==> src/rtl/mult_pkg.sv <==
// mult_pkg: shared definitions for the sequential array multiplier.
//   state_t : controller states (IDLE, BUSY, DONE)
//   prod_w  : product width for a given operand width
//   clog2   : ceiling log2, used to size the row counter
package mult_pkg;

    typedef enum logic [1:0] {
        IDLE = 2'd0,
        BUSY = 2'd1,
        DONE = 2'd2
    } state_t;

    function automatic int prod_w(input int width);
        return 2 * width;
    endfunction

    function automatic int clog2(input int value);
        int r;
        r = 0;
        while ((1 << r) < value) begin
            r = r + 1;
        end
        return r;
    endfunction

endpackage

==> src/rtl/pp_row_adder.sv <==
// pp_row_adder: one combinational ripple row of full-adder cells.
// Ports:
//   pp_row_i    [WIDTH-1:0]  partial-product row (gated multiplicand)
//   acc_slice_i [WIDTH-1:0]  accumulator slice the row is added into
//   carry_i                  carry into bit 0
//   sum_o       [WIDTH-1:0]  sum slice
//   carry_o                  carry out of the top cell
module pp_row_adder
    import mult_pkg::*;
#(
    parameter int WIDTH = 4
) (
    input  logic [WIDTH-1:0] pp_row_i,
    input  logic [WIDTH-1:0] acc_slice_i,
    input  logic             carry_i,
    output logic [WIDTH-1:0] sum_o,
    output logic             carry_o
);

    logic [WIDTH:0] carry;

    assign carry[0] = carry_i;

    for (genvar gi = 0; gi < WIDTH; gi++) begin : g_fa
        assign sum_o[gi]    = pp_row_i[gi] ^ acc_slice_i[gi] ^ carry[gi];
        assign carry[gi+1]  = (pp_row_i[gi] & acc_slice_i[gi])
                            | (carry[gi] & (pp_row_i[gi] ^ acc_slice_i[gi]));
    end

    assign carry_o = carry[WIDTH];

endmodule

==> src/rtl/seq_array_multiplier.sv <==
// seq_array_multiplier: iterative shift-add multiplier, ROWS_PER_CYCLE
// partial-product rows per clock, unsigned or two's-complement per operation.
// Ports:
//   clk, rst              clock, asynchronous active-high reset
//   in_valid/in_ready     operand handshake (accepted only in IDLE)
//   in_a, in_b            multiplicand, multiplier (WIDTH bits)
//   in_signed             1 = two's-complement operands
//   out_valid/out_ready   product handshake (held in DONE)
//   out_product           2*WIDTH-bit product
//   busy                  high while rows are being accumulated
module seq_array_multiplier
    import mult_pkg::*;
#(
    parameter int WIDTH          = 4,
    parameter int ROWS_PER_CYCLE = 1
) (
    input  logic                  clk,
    input  logic                  rst,
    input  logic                  in_valid,
    output logic                  in_ready,
    input  logic [WIDTH-1:0]      in_a,
    input  logic [WIDTH-1:0]      in_b,
    input  logic                  in_signed,
    output logic                  out_valid,
    input  logic                  out_ready,
    output logic [2*WIDTH-1:0]    out_product,
    output logic                  busy
);

    localparam int PROD_W = prod_w(WIDTH);
    localparam int CNT_W  = clog2(WIDTH + 1);
    localparam logic [CNT_W-1:0] CNT_STEP = CNT_W'(ROWS_PER_CYCLE);
    // Counter value at the start of the final BUSY cycle.
    localparam logic [CNT_W-1:0] CNT_LAST = CNT_W'(WIDTH - ROWS_PER_CYCLE);

    state_t             state_q, state_d;
    logic [PROD_W-1:0]  acc_q, acc_d;
    logic [PROD_W-1:0]  prod_q, prod_d;
    logic [WIDTH-1:0]   a_mag_q, a_mag_d;
    logic               neg_q, neg_d;
    logic [CNT_W-1:0]   cnt_q, cnt_d;

    logic [WIDTH-1:0]   a_abs, b_abs;
    logic               neg_in;

    // Magnitudes stay WIDTH bits: -2^(WIDTH-1) negates to 2^(WIDTH-1),
    // which is representable as an unsigned WIDTH-bit value.
    assign a_abs  = (in_signed && in_a[WIDTH-1]) ? -in_a : in_a;
    assign b_abs  = (in_signed && in_b[WIDTH-1]) ? -in_b : in_b;
    assign neg_in = in_signed & (in_a[WIDTH-1] ^ in_b[WIDTH-1]);

    // Accumulator layout: upper half collects row sums, lower half starts
    // holding the multiplier magnitude. Each row shifts right by one, so the
    // current multiplier bit is always at bit 0 and the consumed multiplier
    // bits are replaced by finished low product bits.
    logic [PROD_W-1:0] stage_acc [ROWS_PER_CYCLE+1];

    assign stage_acc[0] = acc_q;

    for (genvar gi = 0; gi < ROWS_PER_CYCLE; gi++) begin : g_row
        logic [WIDTH-1:0] pp_row;
        logic [WIDTH-1:0] sum_slice;
        logic             carry_out;

        assign pp_row = a_mag_q & {WIDTH{stage_acc[gi][0]}};

        pp_row_adder #(
            .WIDTH (WIDTH)
        ) u_row (
            .pp_row_i    (pp_row),
            .acc_slice_i (stage_acc[gi][PROD_W-1:WIDTH]),
            .carry_i     (1'b0),
            .sum_o       (sum_slice),
            .carry_o     (carry_out)
        );

        assign stage_acc[gi+1] = {carry_out, sum_slice, stage_acc[gi][WIDTH-1:1]};
    end

    always_comb begin
        state_d   = state_q;
        acc_d     = acc_q;
        prod_d    = prod_q;
        a_mag_d   = a_mag_q;
        neg_d     = neg_q;
        cnt_d     = cnt_q;
        in_ready  = 1'b0;
        out_valid = 1'b0;
        busy      = 1'b0;

        case (state_q)
            IDLE: begin
                in_ready = 1'b1;
                if (in_valid) begin
                    a_mag_d = a_abs;
                    acc_d   = {{WIDTH{1'b0}}, b_abs};
                    neg_d   = neg_in;
                    cnt_d   = '0;
                    state_d = BUSY;
                end
            end
            BUSY: begin
                busy  = 1'b1;
                acc_d = stage_acc[ROWS_PER_CYCLE];
                cnt_d = cnt_q + CNT_STEP;
                if (cnt_q == CNT_LAST) begin
                    prod_d  = neg_q ? -stage_acc[ROWS_PER_CYCLE]
                                    :  stage_acc[ROWS_PER_CYCLE];
                    state_d = DONE;
                end
            end
            DONE: begin
                out_valid = 1'b1;
                if (out_ready) begin
                    state_d = IDLE;
                end
            end
            default: begin
                state_d = IDLE;
            end
        endcase
    end

    always_ff @(posedge clk or posedge rst) begin
        if (rst) begin
            state_q <= IDLE;
            acc_q   <= '0;
            prod_q  <= '0;
            a_mag_q <= '0;
            neg_q   <= 1'b0;
            cnt_q   <= '0;
        end else begin
            state_q <= state_d;
            acc_q   <= acc_d;
            prod_q  <= prod_d;
            a_mag_q <= a_mag_d;
            neg_q   <= neg_d;
            cnt_q   <= cnt_d;
        end
    end

    assign out_product = prod_q;

endmodule
==> config.mk <==
export PLATFORM = sky130hd
export DESIGN_NAME = seq_array_multiplier
export DESIGN_NICKNAME = d
export VERILOG_FILES = /design/src/rtl/mult_pkg.sv /design/src/rtl/pp_row_adder.sv /design/src/rtl/seq_array_multiplier.sv
export SDC_FILE = /design/constraint.sdc
export NUM_CORES = 1
export LEC_CHECK = 0
export CORE_MARGIN = 5
export CORE_UTILIZATION = 40
export CTS_CLUSTER_SIZE = 25
export DETAILED_ROUTE_END_ITERATION = 7
export PLACE_DENSITY_LB_ADDON = 0.05
export SLEW_MARGIN = 20
export SYNTH_ARGS = -nofsm -noshare
export SYNTH_HDL_FRONTEND = slang
export SYNTH_SLANG_ARGS = --single-unit
==> constraint.sdc <==
create_clock -name clk -period 4.6 [get_ports clk]
set_input_delay 0.69 -clock clk [delete_from_list [all_inputs] [get_ports clk]]
set_output_delay 0.69 -clock clk [all_outputs]
set_load 0.05 [all_outputs]
==> results of run 1 <==
==> final cells by class <==
class	instances	area, µm²	share of cell area
timing repair buffer	23	230	0.137
clock buffer	3	22.5	0.0134
tap	46	57.6	0.0343
sequential	26	651	0.388
multi-input combinational	102	671	0.400
inverter	12	45.0	0.0269
==> sequential cells by signal (all words and copies together) (netlist names) <==
signal	flops
out_product	8
acc_q	8
cnt_q	3
neg_q	1
a_mag_q	4
state_q	2
==> power by group <==
part	total (mW)	internal [mW]	switching, mW
Combinational	0.634	0.239	0.394
Sequential	0.393	0.323	0.0692
Clock	0.0980	0.0307	0.0673
Total	1.12	0.594	0.531
==> metrics by stage <==
step,setup slack (ns),instance area (µm²),std cells
2_1_floorplan,1.99,1390,146
3_3_place_gp,1.93,1650,209
3_5_place_dp,1.88,1650,209
4_1_cts,1.57,1680,212
5_1_grt,1.49,1680,212
6_report,1.57,1680,212
==> worst min-delay path, cell delays in order, from the launching register on <==
cell	delay, ns
dfrtp_1	0.36
nand2_1	0.05
o21ai_0	0.06
==> cell usage in the layout (no fill, tap or decap), types with 2 or more instances in the layout <==
cell type,netlist,final
mux2i_1,3,3
and2_1,4,4
nand3_1,6,6
xnor2_1,4,4
ha_1,6,6
a22oi_1,2,2
o21ai_1,3,3
o21ai_0,18,18
fa_1,3,3
clkbuf_4,0,3
nand2_1,30,30
xor2_1,5,5
inv_1,12,11
o31ai_1,2,2
nor2_1,3,3
nand2b_1,2,2
clkdlybuf4s50_1,0,23
dfrtp_1,26,26
a21oi_1,2,2
==> synth_stat cells (all sizes together) <==
cell and n:
inv 12, nor2 3, nor2b 1, buf 1, nand3 6, mux2i 3
ha 6, or4 1, o31ai 3, and2 4, fa 3, o31a 1
xnor2 4, a22oi 2, a21oi 2, clkbuf 5, o22ai 1, nand2 30
and4 1, a221o 1, xor2 5, dfrtp 26, or2 1, nand2b 2
o41ai 1, o21ai 21
==> how the worst min path moves through the flow <==
stage / start / endpoint / slack [ns] / cells past startpoint
2_1_floorplan: a_mag_q[3]$_DFFE_PP0P_ / a_mag_q[3]$_DFFE_PP0P_ / 0.44 / 2
3_3_place_gp: a_mag_q[0]$_DFFE_PP0P_ / a_mag_q[0]$_DFFE_PP0P_ / 0.46 / 2
3_5_place_dp: a_mag_q[0]$_DFFE_PP0P_ / a_mag_q[0]$_DFFE_PP0P_ / 0.46 / 2
4_1_cts: a_mag_q[0]$_DFFE_PP0P_ / a_mag_q[0]$_DFFE_PP0P_ / 0.50 / 2
5_1_grt: out_product[4]$_DFFE_PP0P_ / out_product[4]$_DFFE_PP0P_ / 0.52 / 2
6_report: a_mag_q[0]$_DFFE_PP0P_ / a_mag_q[0]$_DFFE_PP0P_ / 0.49 / 2
==> cells by family after synthesis <==
group	after synthesis
and+or+nand+nor	49
AOI/OAI and AO/OA	32
DFF	26
buffers and inverters	18
xor gates and xnor gates	9
adders and majority gates	9
muxes	3
==> routing by layer <==
metal / vias to the layer above / wire, µm
met5: - / 0
met4: 0 / 31
met3: 4 / 110
met2: 22 / 1210
met1: 478 / 1210
li1: 527 / -
==> results, run 1 <==
- The arrival time of the worst setup path is 2.34 ns.
- The number of setup buffers added after CTS is 0.
- The net count of the finished layout is 190.
- The time the final worst path needs with I/O delays and setup is 3.03 ns.
- The total detailed-routing wirelength is 2570 µm.
- The clock reaches the later pin of the worst-skew pair after 0.32 ns.
- After clock tree synthesis, the flow added hold-fix buffers numbering 0.
- Summing every instance area after synthesis gives around 1400 µm².
- The launch instance of the worst register-to-register path is acc_q[0]$_DFFE_PP0P_.
- The compound-cell area share of the yosys netlist is 0.146.
- The via count of the first global-routing pass is approximately 1,100.
- The pin count of the biggest net entering global routing is 27.
- The HPWL after detailed placement is 2000 µm.
- The share of the Yosys chip area taken by registers is 0.468.
- The utilization of the core after routing is 0.499.
- Setup violations remaining at the end of the flow were counted as 0.
- After floorplanning, the core was divided into 21 placement rows.
- Of the total synthesized cell area, the portion taken by full adders, half adders and majority gates is 0.0972.
- Setup repair after global routing left no endpoint under its margin.
- The biggest area consumer among synthesized cells is dfrtp_1.
- The count of nets left with antenna violations after detail routing is 0.
- Pin placement for this block handled 24 I/O pins.
- The number of resized instances in the post-cts repair step is 0.
- The launch point of the critical path is state_q[1]$_DFFE_PP0P_.
- The type of element capturing the critical path is an output pin.
- The die is 69.0 µm wide.
- The residual DRC count is 0.
- The standard cell core area is 3360 µm².
- The count of clock tree sinks is 26.
- On the critical path the largest part of the delay comes from buffers and inverters.
- Of the total synthesized cell area, the portion taken by AND, OR, NAND and NOR gates is 0.161.
- During placement, the flow inserted port buffers numbering 23.
- The antenna diode count is 0.
- Summing over every cut layer, the via total after detailed routing is 1,031.
- CTS built an H-tree with a depth of 1.
- The die span in y is approximately 70 µm.
- The length in cells of the worst reg-to-reg path is 8.
- Setup total negative slack on the finished layout was measured at 0 ns.
- Counting both buffers and inverters, the worst setup path holds a total of 2.
- By area, the combinational part of the netlist is dominated by simple AND/OR/NAND/NOR gates.
- The overflow left after global routing is 0.
- The number of iterations in the first detailed-routing pass is 4.
- In the global route stage, met1 resource usage came out at 0.165.
- STA classifies the critical path startpoint as a register.
- In the global route stage, met2 resource usage came out at 0.226.
- Timing would allow up to between 300 and 400 MHz.
- The mean area per synthesized cell is 9.52 µm².
- After synthesis, the cell types taking the most area are dfrtp_1 47%, nand2_1 8.1%, o21ai_0 6.5%, ha_1 5.4%, fa_1 4.3%.
- The wire length of the first global-routing pass is 4650 µm.
- The setup slack of the worst register-to-register path is 1.87 ns.
- The share of the synthesized area in the top cell type is 0.468.
- The routability congestion estimate is 0.793.
- The initial utilization of the core area, before any placement, comes to 0.413.
- By startpoint and endpoint, the worst setup path is classified as register to output pin.
- The xor-xnor portion of the synthesized cell area is 0.0567.
- The total power after layout is 1.12 mW.
- Along the worst path, the maximum fanout reaches 11.
- The post-synthesis cell count is 146.
- Across the VDD grid, the largest voltage drop is 284 µV.
- At the pin with the least slew margin, the transition time is 0.578 ns.
- The total clock buffers created by CTS is 3.
- The count of max-cap constraint violations is 0.
- Clock-pin slew was measured on the worst setup and hold paths at 0.14 ns.
- The worst setup path endpoint is busy.
- Traced cell by cell, the critical path runs through nand2b_1 -> inv_1 -> clkdlybuf4s50_1.
- Counting the fill cells in the layout gives 347.
- The signed area change from the synthesized netlist to the final layout is 20.6%.
- For this run, the slowest stage of the critical path takes 0.88 ns.
- The synthesized flop and latch total is 26.
- The clock root buffer is clkbuf_4.
- After the first detailed-routing iteration, the DRC count stood at 26.
- The final number of hold-violating endpoints is 0.
- The run finished with clean final reports.
- The max-slew violation count is 0.
- Hold is met by roughly 0.5 ns.
- The relative slew slack is 0.614.
- The post-synthesis cell type count is 28.
- The critical-path cell with the highest stage delay is clkdlybuf4s50_1.
- The area of the die is about 4800 µm².
- The number of gates on the worst path with buffers counted is 3.
- In the final layout, the share of cells above drive strength 1 is 0.0542.
- The path type of the worst min-delay path is register to register.
- The mux share of post-synthesis cell area is 0.0216.
- The number of warnings reported in the yosys synthesis log is 0.
- The clock arrives with 0.00385 ns of skew.
- The global-route met3 utilization is 0.0194.
- Dividing total power by cell area gives a power density of 671 nW/µm².
- No sink is reached through more buffers than the 2 on the longest clock path.
- Dividing the detail-routed wire length by the instance count gives 12.1 µm.
- The initial antenna violation count came to 0.
- In the global route stage, overall resource usage came out at 0.132.
- The TritonCTS clock tree is built.
- The terminus of the critical flop-to-flop path is out_product[7]$_DFFE_PP0P_.
- met2 is the most crowded layer.
- The number of nets in the synthesized netlist is around 170.
- The via density per instance is 4.86.
- The worst path required time is 3.91 ns.
- The period utilization is 0.659.
- The static leakage power is 0.789 nW.
No activity file was read; power rests on OpenSTA's default activity.
==> run 2, diff against run 1 <==
==> constraint.sdc (replaced) <==
create_clock -name clk -period 2.7 [get_ports clk]
set_input_delay 0.405 -clock clk [delete_from_list [all_inputs] [get_ports clk]]
set_output_delay 0.405 -clock clk [all_outputs]
set_load 0.05 [all_outputs]
==> results, run 2 (synthesis results as in run 1) <==
- The quantity of I/O buffers inserted on ports was 23 (unchanged).
- After layout, the minimum clock period comes to between 2 and 3 ns.
- The total detailed-routing wirelength is 2710 µm (was 2570 µm).
- Outcome: complete, no violations (unchanged).
- The initial standard-cell utilization of the core is 0.413 (unchanged).
- Timing would allow up to 384 MHz.
- The antenna diode count came to 0 (unchanged).
- The final count of negative-setup-slack endpoints is 0 (unchanged).
- The number of iterations in the first detailed-routing pass is 4 (unchanged).
- The arrival time of the worst setup path is 2.83 ns (was 2.34 ns).
- The start-to-end type of the worst setup path is register to register (was register to output pin).
- The highest fanout seen on the critical path is 2 (was 11).
- The worst path required time came to 2.93 ns (was 3.91 ns).
- The placed wire-length estimate after detailed placement was 2010 µm (was 2000 µm).
- The sequential cell area in the final layout is 651 µm² (unchanged).
- The horizontal extent of the die is 69.0 µm (unchanged).
- Dividing the final minimum period by the clock period gives 0.964.
- The initial antenna violation count is 0 (unchanged).
- The number of top-level design ports is 24 (unchanged).
- The total power per unit cell area is 1170 nW/µm² (was 671 nW/µm²).
- The critical path startpoint category is a register (unchanged).
- The share of layout cells above drive strength 1 was 0.110 (was 0.0542).
- The later-pin clock latency in the skew report came to 0.33 ns (was 0.32 ns).
- The path type of the worst min-delay path is primary input to async pin (was register to register).
- The via count of the first global-routing pass is 1,108 (was 1,057).
- The die span in y came to 69.0 µm (unchanged).
- The maximum count of clock buffers along a single path was 2 (unchanged).
- The total power after layout came to 2.05 mW (was 1.12 mW).
- The setup skew after layout is 0.00272 ns (was 0.00385 ns).
- The multi-input gate area in the final layout is 691 µm² (was 671 µm²).
- The final hold slack is 0.397 ns (was 0.491 ns).
- The TritonCTS clock tree is built (unchanged).
- The count of nets left with antenna violations after detail routing is 0 (unchanged).
- The clock transition at the registers of the reported paths came to 0.15 ns (was 0.14 ns).
- The signed area change from the synthesized netlist to the final layout is 25.6% (was 20.6%).
- The post-placement setup slack is 0.0413 ns (was 1.88 ns).
- The total clock buffers created by CTS came to 3 (unchanged).
- The net count of the finished layout is 195 (was 190).
- The static leakage power is 0.817 nW (was 0.789 nW).
- The relative slew slack came to 0.596 (was 0.614).
- The standard cell core area came to 3360 µm² (unchanged).
- The final number of hold-violating endpoints was 0 (unchanged).
- The count of clock tree sinks is 26 (unchanged).
- The type of element capturing the critical path was a register (was output pin).
- The clock root buffer is clkbuf_4 (unchanged).
- The minimum setup slack in the final design is 0.0959 ns (was 1.57 ns).
- The total number of H-tree levels is 1 (unchanged).
- The pin count of the biggest net entering global routing is 27 (unchanged).
- The count of max-cap constraint violations was 0 (unchanged).
- The overflow left after global routing came to 0 (unchanged).
- The via density per instance is 5.01 (was 4.86).
- The global-route total usage across every layer is 0.130 (was 0.132).
- The count of filler cells inserted in the layout came to 338 (was 347).
- The detail-routed net length per standard cell is 12.4 µm (was 12.1 µm).
- The total number of placement rows is 21 (unchanged).
- The wire length of the first global-routing pass is 4690 µm (was 4650 µm).
- The number of DRC markers after the initial detailed-route iteration is 27 (was 26).
- The routability congestion estimate came to 0.803 (was 0.793).
- The number of buffers inserted by hold repair at cts came to 0 (unchanged).
- Most frequent cells in the layout: 30 x nand2_1, 26 x dfrtp_1, 22 x clkdlybuf4s50_1, 18 x o21ai_0, 12 x inv_1 (was 30 x nand2_1, 26 x dfrtp_1, 23 x clkdlybuf4s50_1, 18 x o21ai_0, 11 x inv_1).
- The residual DRC count is 0 (unchanged).
- The via count of the routed design is 1,093 (was 1,031).
- The peak supply drop is 462 µV (was 284 µV).
- The area of the die came to 4750 µm² (unchanged).
- The most common cell after layout, fill and taps aside was nand2_1 (unchanged).
- The actual transition at the worst max-transition pin is 0.604 ns (was 0.578 ns).
- The max-slew violation count was 0 (unchanged).
- Setup repair after global routing missed its margin: yes (was no).
## run 2: metal layers
metal	part of all wire	vias to the layer above	track usage	wire length [µm]
li1	-	542	-	-
met1	0.45	521	0.156	1210
met2	0.49	25	0.237	1340
met3	0.041	5	0.0194	110
met4	0.017	0	0.0365	47
met5	0	-	0	0
## run 2: path summary, 6_finish.rpt
kind,start,end,slack (ns),depth (start not counted)
worst max-delay path,a_mag_q[0]$_DFFE_PP0P_,out_product[7]$_DFFE_PP0P_,0.1,8
worst min-delay path,rst,out_product[2]$_DFFE_PP0P_,0.40,3
worst max register to register,a_mag_q[0]$_DFFE_PP0P_,out_product[7]$_DFFE_PP0P_,0.1,8
worst min register to register,out_product[3]$_DFFE_PP0P_,out_product[3]$_DFFE_PP0P_,0.49,2
max in group asynchronous,rst,cnt_q[1]$_DFFE_PP0P_,2.05,3
min in group clk,out_product[3]$_DFFE_PP0P_,out_product[3]$_DFFE_PP0P_,0.49,2
## run 2: worst max-delay path, stage by stage (launching register included)
cell     delay, ns
dfrtp_1       0.41
and2_4        0.16
ha_4          0.15
fa_2          0.37
fa_1          0.48
or4_4         0.51
o31ai_4       0.18
xor2_1        0.16
o21ai_1       0.07
## run 2: what timing repair did
item / in CTS / in global routing
gates resized for setup: 0 / 5
buffers inserted: 0 / 3
setup endpoints to repair: 0 / 2
## run 2: power breakdown
part / internal [mW] / switching [mW] / leakage [nW] / total, mW
Combinational: 0.476 / 0.692 / 0.464 / 1.17
Clock: 0.0827 / 0.125 / 0.0210 / 0.208
Sequential: 0.551 / 0.122 / 0.332 / 0.674
## run 2: cell type report
cell class                 count  area share
sequential                    26       0.373
timing repair buffer          28       0.152
multi-input combinational    102       0.396
tap                           46      0.0330
clock buffer                   4      0.0208
inverter                      12      0.0258
## run 2: through the flow
stage | util | TNS [ns] | std cells | area, µm²
final | 0.519 | 0 | 218 | 1750
after global routing | 0.519 | -0.0218 | 218 | 1750
after CTS | 0.506 | 0 | 215 | 1700
after detailed placement | 0.496 | 0 | 211 | 1670
after global placement | 0.496 | 0 | 211 | 1670
after floorplan | - | 0 | 146 | 1390
